[config.mk]
export PLATFORM = sky130hd
export DESIGN_NAME = region_mmu
export DESIGN_NICKNAME = d
export VERILOG_FILES = /design/src/rtl/region_mmu_pkg.sv /design/src/rtl/region_mmu_decode.sv /design/src/rtl/region_mmu.sv
export SDC_FILE = /design/constraint.sdc
export NUM_CORES = 1
export LEC_CHECK = 0
export CORE_ASPECT_RATIO = 0.7
export CORE_MARGIN = 8
export CORE_UTILIZATION = 45
export CTS_CLUSTER_DIAMETER = 120
export CTS_CLUSTER_SIZE = 12
export DETAILED_ROUTE_END_ITERATION = 8
export PLACE_DENSITY_LB_ADDON = 0.25
export REMOVE_ABC_BUFFERS = 1
export SLEW_MARGIN = 20
export SYNTH_ARGS = -nofsm -noshare
export SYNTH_HDL_FRONTEND = slang
export SYNTH_SLANG_ARGS = --single-unit
[constraint.sdc]
create_clock -name clk -period 4.6 [get_ports clk]
set_input_delay 1.15 -clock clk [delete_from_list [all_inputs] [get_ports clk]]
set_output_delay 1.15 -clock clk [all_outputs]
set_load 0.05 [all_outputs]
[src/rtl/region_mmu_pkg.sv]
// region_mmu_pkg: shared FSM/fault types, funct3 size codes and the default region map.
package region_mmu_pkg;
  typedef enum logic [1:0] {S_IDLE, S_BUS, S_DONE, S_FAULT} state_e;
  typedef enum logic [2:0] {
    C_NONE     = 3'd0,
    C_BADMODE  = 3'd1,
    C_MISALIGN = 3'd2,
    C_UNMAPPED = 3'd3,
    C_WPROT    = 3'd4,
    C_TIMEOUT  = 3'd5
  } cause_e;
  localparam logic [2:0] MODE_B  = 3'b000;
  localparam logic [2:0] MODE_H  = 3'b001;
  localparam logic [2:0] MODE_W  = 3'b010;
  localparam logic [2:0] MODE_BU = 3'b100;
  localparam logic [2:0] MODE_HU = 3'b101;
  // Entry 0 is the leftmost mark: IMEM, DMEM, FB, DEVICE
  localparam logic [15:0] DEF_MARKS = {4'h0, 4'h8, 4'hc, 4'ha};
  localparam logic [3:0]  DEF_WMASK = 4'b1110;
  function automatic logic bad_mode(input logic [2:0] m);
    return !(m inside {MODE_B, MODE_H, MODE_W, MODE_BU, MODE_HU});
  endfunction
  function automatic logic misaligned(input logic [2:0] m, input logic [1:0] a);
    return (m[1:0] == MODE_H[1:0] && a[0]) || (m[1:0] == MODE_W[1:0] && a != 2'b00);
  endfunction
endpackage

[src/rtl/region_mmu_decode.sv]
// region_mmu_decode: combinational legality check of one access against the region table.
module region_mmu_decode
  import region_mmu_pkg::*;
#(
  parameter int XLEN = 32,
  parameter int SLAVE_WIDTH = 4,
  parameter int NREGION = 4,
  parameter logic [NREGION*SLAVE_WIDTH-1:0] REGION_MARKS = DEF_MARKS,
  parameter logic [NREGION-1:0] REGION_WMASK = DEF_WMASK,
  localparam int IW = NREGION > 1 ? $clog2(NREGION) : 1
) (
  input  logic [XLEN-1:0] addr,
  input  logic [2:0]      mode,
  input  logic            wen,
  output logic            hit,
  output logic [IW-1:0]   idx,
  output cause_e          cause
);
  logic addr_unused;
  assign addr_unused = ^addr[XLEN-SLAVE_WIDTH-1:2];
  // Scan from the top so the lowest matching index is the one left standing
  always_comb begin
    hit = 1'b0;
    idx = '0;
    for (int i = NREGION-1; i >= 0; i--)
      if (addr[XLEN-1 -: SLAVE_WIDTH] == REGION_MARKS[(NREGION-1-i)*SLAVE_WIDTH +: SLAVE_WIDTH]) begin
        hit = 1'b1;
        idx = IW'(i);
      end
    cause = bad_mode(mode)              ? C_BADMODE  :
            misaligned(mode, addr[1:0]) ? C_MISALIGN :
            !hit                        ? C_UNMAPPED :
            (wen && !REGION_WMASK[idx]) ? C_WPROT    : C_NONE;
  end
endmodule

[src/rtl/region_mmu.sv]
// region_mmu: decodes CPU MMIO accesses against a region table and runs legal ones
// as a single registered UIBI transaction with a bounded wait for bus_ready.
module region_mmu
  import region_mmu_pkg::*;
#(
  parameter int XLEN = 32,
  parameter int SLAVE_WIDTH = 4,
  parameter int NREGION = 4,
  parameter logic [NREGION*SLAVE_WIDTH-1:0] REGION_MARKS = DEF_MARKS,
  parameter logic [NREGION-1:0] REGION_WMASK = DEF_WMASK,
  parameter int TIMEOUT = 255
) (
  input  logic                        clk,
  input  logic                        rst_n,
  input  logic                        mem_req,
  input  logic                        mem_wen,
  input  logic [2:0]                  mem_mode,
  input  logic [XLEN-1:0]             mem_addr,
  input  logic [XLEN-1:0]             mem_dat_i,
  output logic [XLEN-1:0]             mem_dat_o,
  output logic                        mem_ready_o,
  output logic                        mem_fault_o,
  output logic [2:0]                  fault_cause_o,
  output logic                        bus_req,
  output logic                        bus_wen,
  output logic [2:0]                  bus_mode,
  output logic [SLAVE_WIDTH-1:0]      bus_num,
  output logic [XLEN-SLAVE_WIDTH-1:0] bus_addr,
  output logic [XLEN-1:0]             bus_dat_o,
  input  logic [XLEN-1:0]             bus_dat_i,
  input  logic                        bus_ready
);
  localparam int IW = NREGION > 1 ? $clog2(NREGION) : 1;
  localparam logic [7:0] TMO = 8'(TIMEOUT);
  state_e state_q, state_d;
  cause_e cause_q, cause_d, dec_cause;
  logic [7:0] cnt_q, cnt_d;
  logic wen_q, wen_d, req_q, req_d, ready_q, ready_d, fault_q, fault_d, hit;
  logic [2:0] mode_q, mode_d;
  logic [XLEN-1:0] addr_q, addr_d, wdat_q, wdat_d, rdat_q, rdat_d;
  logic [IW-1:0] idx_unused;
  region_mmu_decode #(
    .XLEN(XLEN), .SLAVE_WIDTH(SLAVE_WIDTH), .NREGION(NREGION),
    .REGION_MARKS(REGION_MARKS), .REGION_WMASK(REGION_WMASK)
  ) u_decode (
    .addr(mem_addr), .mode(mem_mode), .wen(mem_wen),
    .hit(hit), .idx(idx_unused), .cause(dec_cause)
  );
  always_comb begin
    state_d = state_q;
    cause_d = cause_q;
    cnt_d   = cnt_q;
    wen_d   = wen_q;
    mode_d  = mode_q;
    addr_d  = addr_q;
    wdat_d  = wdat_q;
    rdat_d  = rdat_q;
    req_d   = req_q;
    ready_d = 1'b0;
    fault_d = 1'b0;
    case (state_q)
      S_IDLE: if (mem_req) begin
        wen_d  = mem_wen;
        mode_d = mem_mode;
        addr_d = mem_addr;
        wdat_d = mem_dat_i;
        cnt_d  = '0;
        if (hit && dec_cause == C_NONE) begin
          state_d = S_BUS;
          req_d   = 1'b1;
          cause_d = C_NONE;
        end else begin
          state_d = S_FAULT;
          fault_d = 1'b1;
          cause_d = dec_cause;
        end
      end
      S_BUS: begin
        cnt_d = cnt_q + 8'd1;
        // A response arriving on the last allowed cycle still counts as success
        if (bus_ready) begin
          rdat_d  = bus_dat_i;
          req_d   = 1'b0;
          ready_d = 1'b1;
          state_d = S_DONE;
        end else if (cnt_d == TMO) begin
          req_d   = 1'b0;
          fault_d = 1'b1;
          cause_d = C_TIMEOUT;
          state_d = S_FAULT;
        end
      end
      default: state_d = S_IDLE;
    endcase
  end
  always_ff @(posedge clk or negedge rst_n)
    if (!rst_n) begin
      state_q <= S_IDLE;
      cause_q <= C_NONE;
      cnt_q   <= '0;
      wen_q   <= 1'b0;
      mode_q  <= '0;
      addr_q  <= '0;
      wdat_q  <= '0;
      rdat_q  <= '0;
      req_q   <= 1'b0;
      ready_q <= 1'b0;
      fault_q <= 1'b0;
    end else begin
      state_q <= state_d;
      cause_q <= cause_d;
      cnt_q   <= cnt_d;
      wen_q   <= wen_d;
      mode_q  <= mode_d;
      addr_q  <= addr_d;
      wdat_q  <= wdat_d;
      rdat_q  <= rdat_d;
      req_q   <= req_d;
      ready_q <= ready_d;
      fault_q <= fault_d;
    end
  assign mem_dat_o     = rdat_q;
  assign mem_ready_o   = ready_q;
  assign mem_fault_o   = fault_q;
  assign fault_cause_o = cause_q;
  assign bus_req       = req_q;
  assign bus_wen       = wen_q;
  assign bus_mode      = mode_q;
  assign bus_num       = addr_q[XLEN-1 -: SLAVE_WIDTH];
  assign bus_addr      = addr_q[XLEN-SLAVE_WIDTH-1:0];
  assign bus_dat_o     = wdat_q;
endmodule

==> results of run 1 <==
[cells in the mapped netlist (all sizes together), types with 3 or more instances]
master    n
nand2b    5
nor3      3
a31oi     3
nand3     4
clkbuf    3
o21ai    11
buf      15
and2      3
nand2     8
nor2      7
o22ai     4
a21oi     6
inv       5
mux2    100
nand4     4
dfrtp   116
[worst paths after layout]
kind	start	end	slack, ns	cells after the start
setup / recovery	addr_q[5]	bus_addr[5]	1.84	1
hold / removal	mem_dat_o[26]	mem_dat_o[26]	0.49	1
setup reg to reg	state_q[0]	mem_dat_o[27]	2.43	3
hold reg to reg	mem_dat_o[26]	mem_dat_o[26]	0.49	1
max in group asynchronous	rst_n	mem_dat_o[22]	3.30	2
min in group asynchronous	rst_n	addr_q[13]	0.85	2
[report_power, final]
group | switching [mW] | internal [mW]
Sequential | 0.288 | 1.52
Clock | 0.435 | 0.718
Combinational | 2.33 | 1.37
[metal layers]
metal	vias to the layer above	routed length (um)
li1	1579	-
met2	127	6490
met4	0	82
met5	-	0
met1	1718	4640
met3	6	1630
[kinds of logic after synthesis]
kind of cell	after synthesis	share of synthesized area [%]
compound gates	37	5.20
xor+xnor	1	0.188
fa+ha+maj	3	0.750
buf+inv	23	2.44
flops	116	62.2
mux	100	24.1
simple gates	42	5.12
[area by class of cell]
cell class	count	area [sq um]
clock buffers	20	467
clock inverters	11	61.3
fillers	706	2840
inverters	5	18.8
multi-input cells	183	1650
flip-flops and latches	116	2900
well taps	132	165
repair buffers	211	2130
[stage by stage]
| step | hold slack, ns | worst slack [ns] | util (%) | power, mW |
|---|---|---|---|---|
| after floorplan | 0.480 | 1.28 | - | 4.21 |
| after global placement | 0.478 | 1.73 | 67.1 | 5.47 |
| after detailed placement | 0.491 | 1.69 | 67.1 | 5.54 |
| after CTS | 0.502 | 1.81 | 72.2 | 6.74 |
| after global routing | 0.516 | 1.76 | 72.2 | 6.98 |
| final | 0.493 | 1.84 | 72.2 | 6.66 |
[state kept, by name, indices dropped and copies added, names as in the netlist]
signal / cells
state_q: 2
bus_dat_o: 32
cnt_q: 8
mem_ready_o: 1
fault_cause_o: 3
bus_wen: 1
mem_fault_o: 1
bus_req: 1
mem_dat_o: 32
bus_mode: 3
addr_q: 32
==> flow_metrics.env, run 1 <==
export IMPL_status="finished clean"
export IMPL_design_area_sq_um=7400
export IMPL_avgRoutedWirePerCell_um=18.9
export IMPL_grt_antenna_before_repair=0
export IMPL_synth_area_per_cell_sq_um=14.5
export IMPL_ys_ff_latch=116
export IMPL_start_util_pct=45.6
export IMPL_cts_buffer_depth=2
export IMPL_startpoint_type="register"
export IMPL_netlist_instances=322
export IMPL_die_h_um=101
export IMPL_leakage_nw=3.08
export IMPL_root_buffer="clkbuf_16"
export IMPL_final_common_cell="clkdlybuf4s50_1"
export IMPL_crit_family="buffers and inverters"
export IMPL_synth_area_sq_um=4670
export IMPL_powerDensity_nw_per_um2=900
export IMPL_timing_slew_headroom_pct=48.4
export IMPL_path_class="reg2out"
export IMPL_worstPathMaxFanout=2
export IMPL_skew_ns=0.00738
export IMPL_hold_class="reg2reg"
export IMPL_synth_ff_type="dfrtp_1"
export IMPL_drt_pass1_iter_count=4
export IMPL_rsz0062_at_grt="no"
export IMPL_cts_tree="done"
export IMPL_vias_per_cell=5.06
export IMPL_hold_viol_final=0
export IMPL_cap_violations=0
export IMPL_cp_cell_sequence="clkdlybuf4s50_1"
export IMPL_fmaxAchievable_mhz=362
export IMPL_gp_congestion=0.772
export IMPL_worstMarginPinSlew_ns=0.771
export IMPL_syn_to_final_growth_pct=58.5
export IMPL_drt_wl_total_mm=12.8
export IMPL_ios=210
export IMPL_grt_pass1_wl_mm=20.5
export IMPL_busiest_layer="met2"
export IMPL_grt_start_max_net_pins=117
export IMPL_final_nets=640
export IMPL_ys_warn_count=0
export IMPL_fp_row_count=31
export IMPL_post_cts_resized=0
export IMPL_crit_buf_inv=1
export IMPL_fin_cells=678
export IMPL_period_share_pct=60.0
export IMPL_mostFrequentLayoutCells="clkdlybuf4s50_1 (208), dfrtp_1 (116), mux2_2 (98)"
export IMPL_synth_top_area_share_pct=62.2
export IMPL_path_clk_slew_ns=0.05
export IMPL_synth_cell_types=43
export IMPL_htreeDepth=4
export IMPL_dpl_hpwl_mm=9.28
export IMPL_synth_edf_count=0
export IMPL_finalSetupViolCount=0
export IMPL_drive_gt1_share_pct=25.3
export IMPL_placedCellCount=647
export IMPL_grt_pass1_vias=3836
export IMPL_fp_dieArea_sq_um=13900
export IMPL_dpl_cell_area_sq_um=6870
export IMPL_grt_util_met2_pct=31.7
export IMPL_clock_latency_ns=0.39
export IMPL_ys_seq_area_share_pct=62.2
export IMPL_core_sq_um=10200
export IMPL_num_antenna_cells=0
export IMPL_drc_errors=0
export IMPL_finalMaxSlewViolations=0
export IMPL_synth_async_reset_ratio_pct=100
export IMPL_cts_sinks=116
export IMPL_synth_top_cell_by_area="dfrtp_1"
export IMPL_cts_made_buffers=17
export IMPL_end_kind="output port"
export IMPL_arrival_ns=1.61
export IMPL_use_met3_pct=11.9
export IMPL_ys_top_cells_by_area="dfrtp_1 (62%), mux2_2 (24%), buf_2 (1.4%), o21ai_0 (1.2%), nand2b_1 (0.67%)"
export IMPL_ctsHoldBuffers=0
export IMPL_vias=3430
export IMPL_critPathMaxStageDelay_ns=0.85
export IMPL_peakVddDrop_uv=620
export IMPL_tns_ns=0
export IMPL_antenna_left=0
export IMPL_grt_usage_pct=19.2
export IMPL_critPathRequiredTime_ns=3.45
export IMPL_io_buffers=209
export IMPL_use_met1_pct=20.4
export IMPL_postCtsSetupRepairBufs=0
export IMPL_post_route_min_period_ns=2.76
export IMPL_drtIter0Drc=178
export IMPL_cpMaxStageDelayCell="clkdlybuf4s50_1"
export IMPL_overflow=0
export IMPL_die_x_um=138
Note: power is estimated with default switching activity, not from simulation.
==> run 2, diff against run 1 <==
--- a/config.mk
+++ b/config.mk
@@ -7,7 +7,7 @@
 export LEC_CHECK = 0
 export CORE_ASPECT_RATIO = 0.7
 export CORE_MARGIN = 8
-export CORE_UTILIZATION = 45
+export CORE_UTILIZATION = 38
 export CTS_CLUSTER_DIAMETER = 120
 export CTS_CLUSTER_SIZE = 12
 export DETAILED_ROUTE_END_ITERATION = 8
==> constraint.sdc (replaced) <==
create_clock -name clk -period 2.5 [get_ports clk]
set_input_delay 0.625 -clock clk [delete_from_list [all_inputs] [get_ports clk]]
set_output_delay 0.625 -clock clk [all_outputs]
set_load 0.05 [all_outputs]
==> flow_metrics.env, run 2 (synthesis results as in run 1) <==
export IMPL_critPathRequiredTime_ns=1.88
export IMPL_hold_class="in2async"
export IMPL_cts_sinks=116
export IMPL_grt_util_met2_pct=28.1
export IMPL_placedCellCount=683
export IMPL_peakVddDrop_uv=990
export IMPL_status="finished clean"
export IMPL_timing_rr_end="bus_req"
export IMPL_avgRoutedWirePerCell_um=18.7
export IMPL_cts_tree="done"
export IMPL_cpMaxStageDelayCell="clkdlybuf4s50_1"
export IMPL_path_class="reg2out"
export IMPL_skew_ns=0.00985
export IMPL_finalMaxSlewViolations=0
export IMPL_grt_usage_pct=17.1
export IMPL_grt_start_max_net_pins=43
export IMPL_num_antenna_cells=0
export IMPL_startpoint_type="register"
export IMPL_gp_congestion=0.770
export IMPL_rsz0062_at_grt="no"
export IMPL_end_kind="output port"
export IMPL_drive_gt1_share_pct=25.7
export IMPL_use_met3_pct=9.78
export IMPL_die_h_um=109
export IMPL_postCtsSetupRepairBufs=0
export IMPL_worstReg2RegStart="cnt_q[1]"
export IMPL_timing_slew_headroom_pct=59.9
export IMPL_die_x_um=148
export IMPL_cp_cell_sequence="clkdlybuf4s50_1"
export IMPL_grt_antenna_before_repair=0
export IMPL_crit_buf_inv=1
export IMPL_final_common_cell="clkdlybuf4s50_1"
export IMPL_worstRegToRegCells=6
export IMPL_drt_pass1_iter_count=4
export IMPL_cts_buffer_depth=2
export IMPL_ctsHoldBuffers=0
export IMPL_post_route_min_period_ns=2.24
export IMPL_crit_path_end="bus_req"
export IMPL_drc_errors=0
export IMPL_post_cts_resized=0
export IMPL_period_share_pct=89.5
export IMPL_fin_cells=714
export IMPL_drtIter0Drc=126
export IMPL_ios=210
export IMPL_fp_dieArea_sq_um=16100
export IMPL_htreeDepth=4
export IMPL_design_area_sq_um=7540
export IMPL_fmaxAchievable_mhz=447
export IMPL_cts_made_buffers=17
export IMPL_fin_ws_ns=0.261
export IMPL_busiest_layer="met2"
export IMPL_overflow=0
export IMPL_crit_family="buffers and inverters"
export IMPL_final_nets=646
export IMPL_worstPathMaxFanout=3
export IMPL_core_sq_um=12200
export IMPL_internal_power_mw=6.88
export IMPL_cap_violations=0
export IMPL_use_met1_pct=18.1
export IMPL_arrival_ns=1.61
export IMPL_crit_cells=1
export IMPL_syn_to_final_growth_pct=61.6
export IMPL_swShare_pct=45.1
export IMPL_vias=3437
export IMPL_finalSetupViolCount=0
export IMPL_power_mw=12.5
export IMPL_clock_latency_ns=0.40
export IMPL_hold_viol_final=0
export IMPL_vias_per_cell=4.81
export IMPL_reg2reg_slack_ns=0.63
export IMPL_leakage_nw=3.13
export IMPL_worstMarginPinSlew_ns=0.601
export IMPL_critPathMaxStageDelay_ns=0.83
export IMPL_p_switching_mw=5.65
export IMPL_start_util_pct=38.2
export IMPL_mostFrequentLayoutCells="clkdlybuf4s50_1 (208), dfrtp_1 (116), mux2_2 (98)"
export IMPL_p_clk_share_pct=18.7
export IMPL_comb_power_share_pct=54.8
export IMPL_dpl_cell_area_sq_um=6960
export IMPL_drt_wl_total_mm=13.4
export IMPL_io_buffers=209
export IMPL_preCtsSetupSlack_ns=0.303
export IMPL_grt_pass1_vias=3873
export IMPL_powerDensity_nw_per_um2=1660
export IMPL_root_buffer="clkbuf_16"
export IMPL_power_frac_seq_pct=26.5
export IMPL_antenna_left=0
export IMPL_path_clk_slew_ns=0.05
export IMPL_dpl_hpwl_mm=10.1
export IMPL_fp_row_count=34
export IMPL_grt_pass1_wl_mm=21.2
export IMPL_holdWs_ns=0.211
export IMPL_n_fill_cell=922
export IMPL_crit_start="bus_req"
==> run 2: power by group through the flow <==
stage | clock (mW) | combinational (mW) | sequential [mW]
3_3_place_gp | 0 | 6.86 | 3.28
6_report | 2.34 | 6.87 | 3.32
2_1_floorplan | 0 | 1.38 | 6.36
4_1_cts | 2.39 | 6.95 | 3.33
3_5_place_dp | 0 | 6.92 | 3.33
5_1_grt | 2.48 | 7.16 | 3.46
==> run 2: worst min path at each step <==
stage	cells past startpoint	to	slack [ns]	from
after global placement	1	mem_dat_o[27]	0.47	mem_dat_o[27]
final	1	bus_dat_o[1]	0.21	rst_n
after CTS	1	bus_dat_o[1]	0.23	rst_n
after global routing	1	bus_dat_o[1]	0.25	rst_n
after floorplan	0	addr_q[0]	0.33	rst_n
after detailed placement	1	mem_dat_o[26]	0.49	mem_dat_o[26]
==> run 2: final cells by class <==
type	count	area, sq um	share of cell area, %
flip-flops and latches	116	2900	38.5
repair buffers	217	2190	29.0
multi-input cells	183	1650	21.9
clock buffers	22	474	6.29
well taps	162	203	2.69
clock inverters	9	104	1.38
inverters	5	18.8	0.249
==> run 2: layer usage <==
layer  part of all wire, %  vias to the layer above
met3                    11                       13
met4                   1.4                        0
met5                     0                        -
met2                    50                      112
met1                    37                     1721
li1                      -                     1591
==> run 2: through the flow <==
step,util (%),TNS (ns)
finish,61.8,0
global route,61.8,0
CTS,61.8,0
detailed placement,57.0,0
global placement,57.0,0
floorplan,-,-7.05
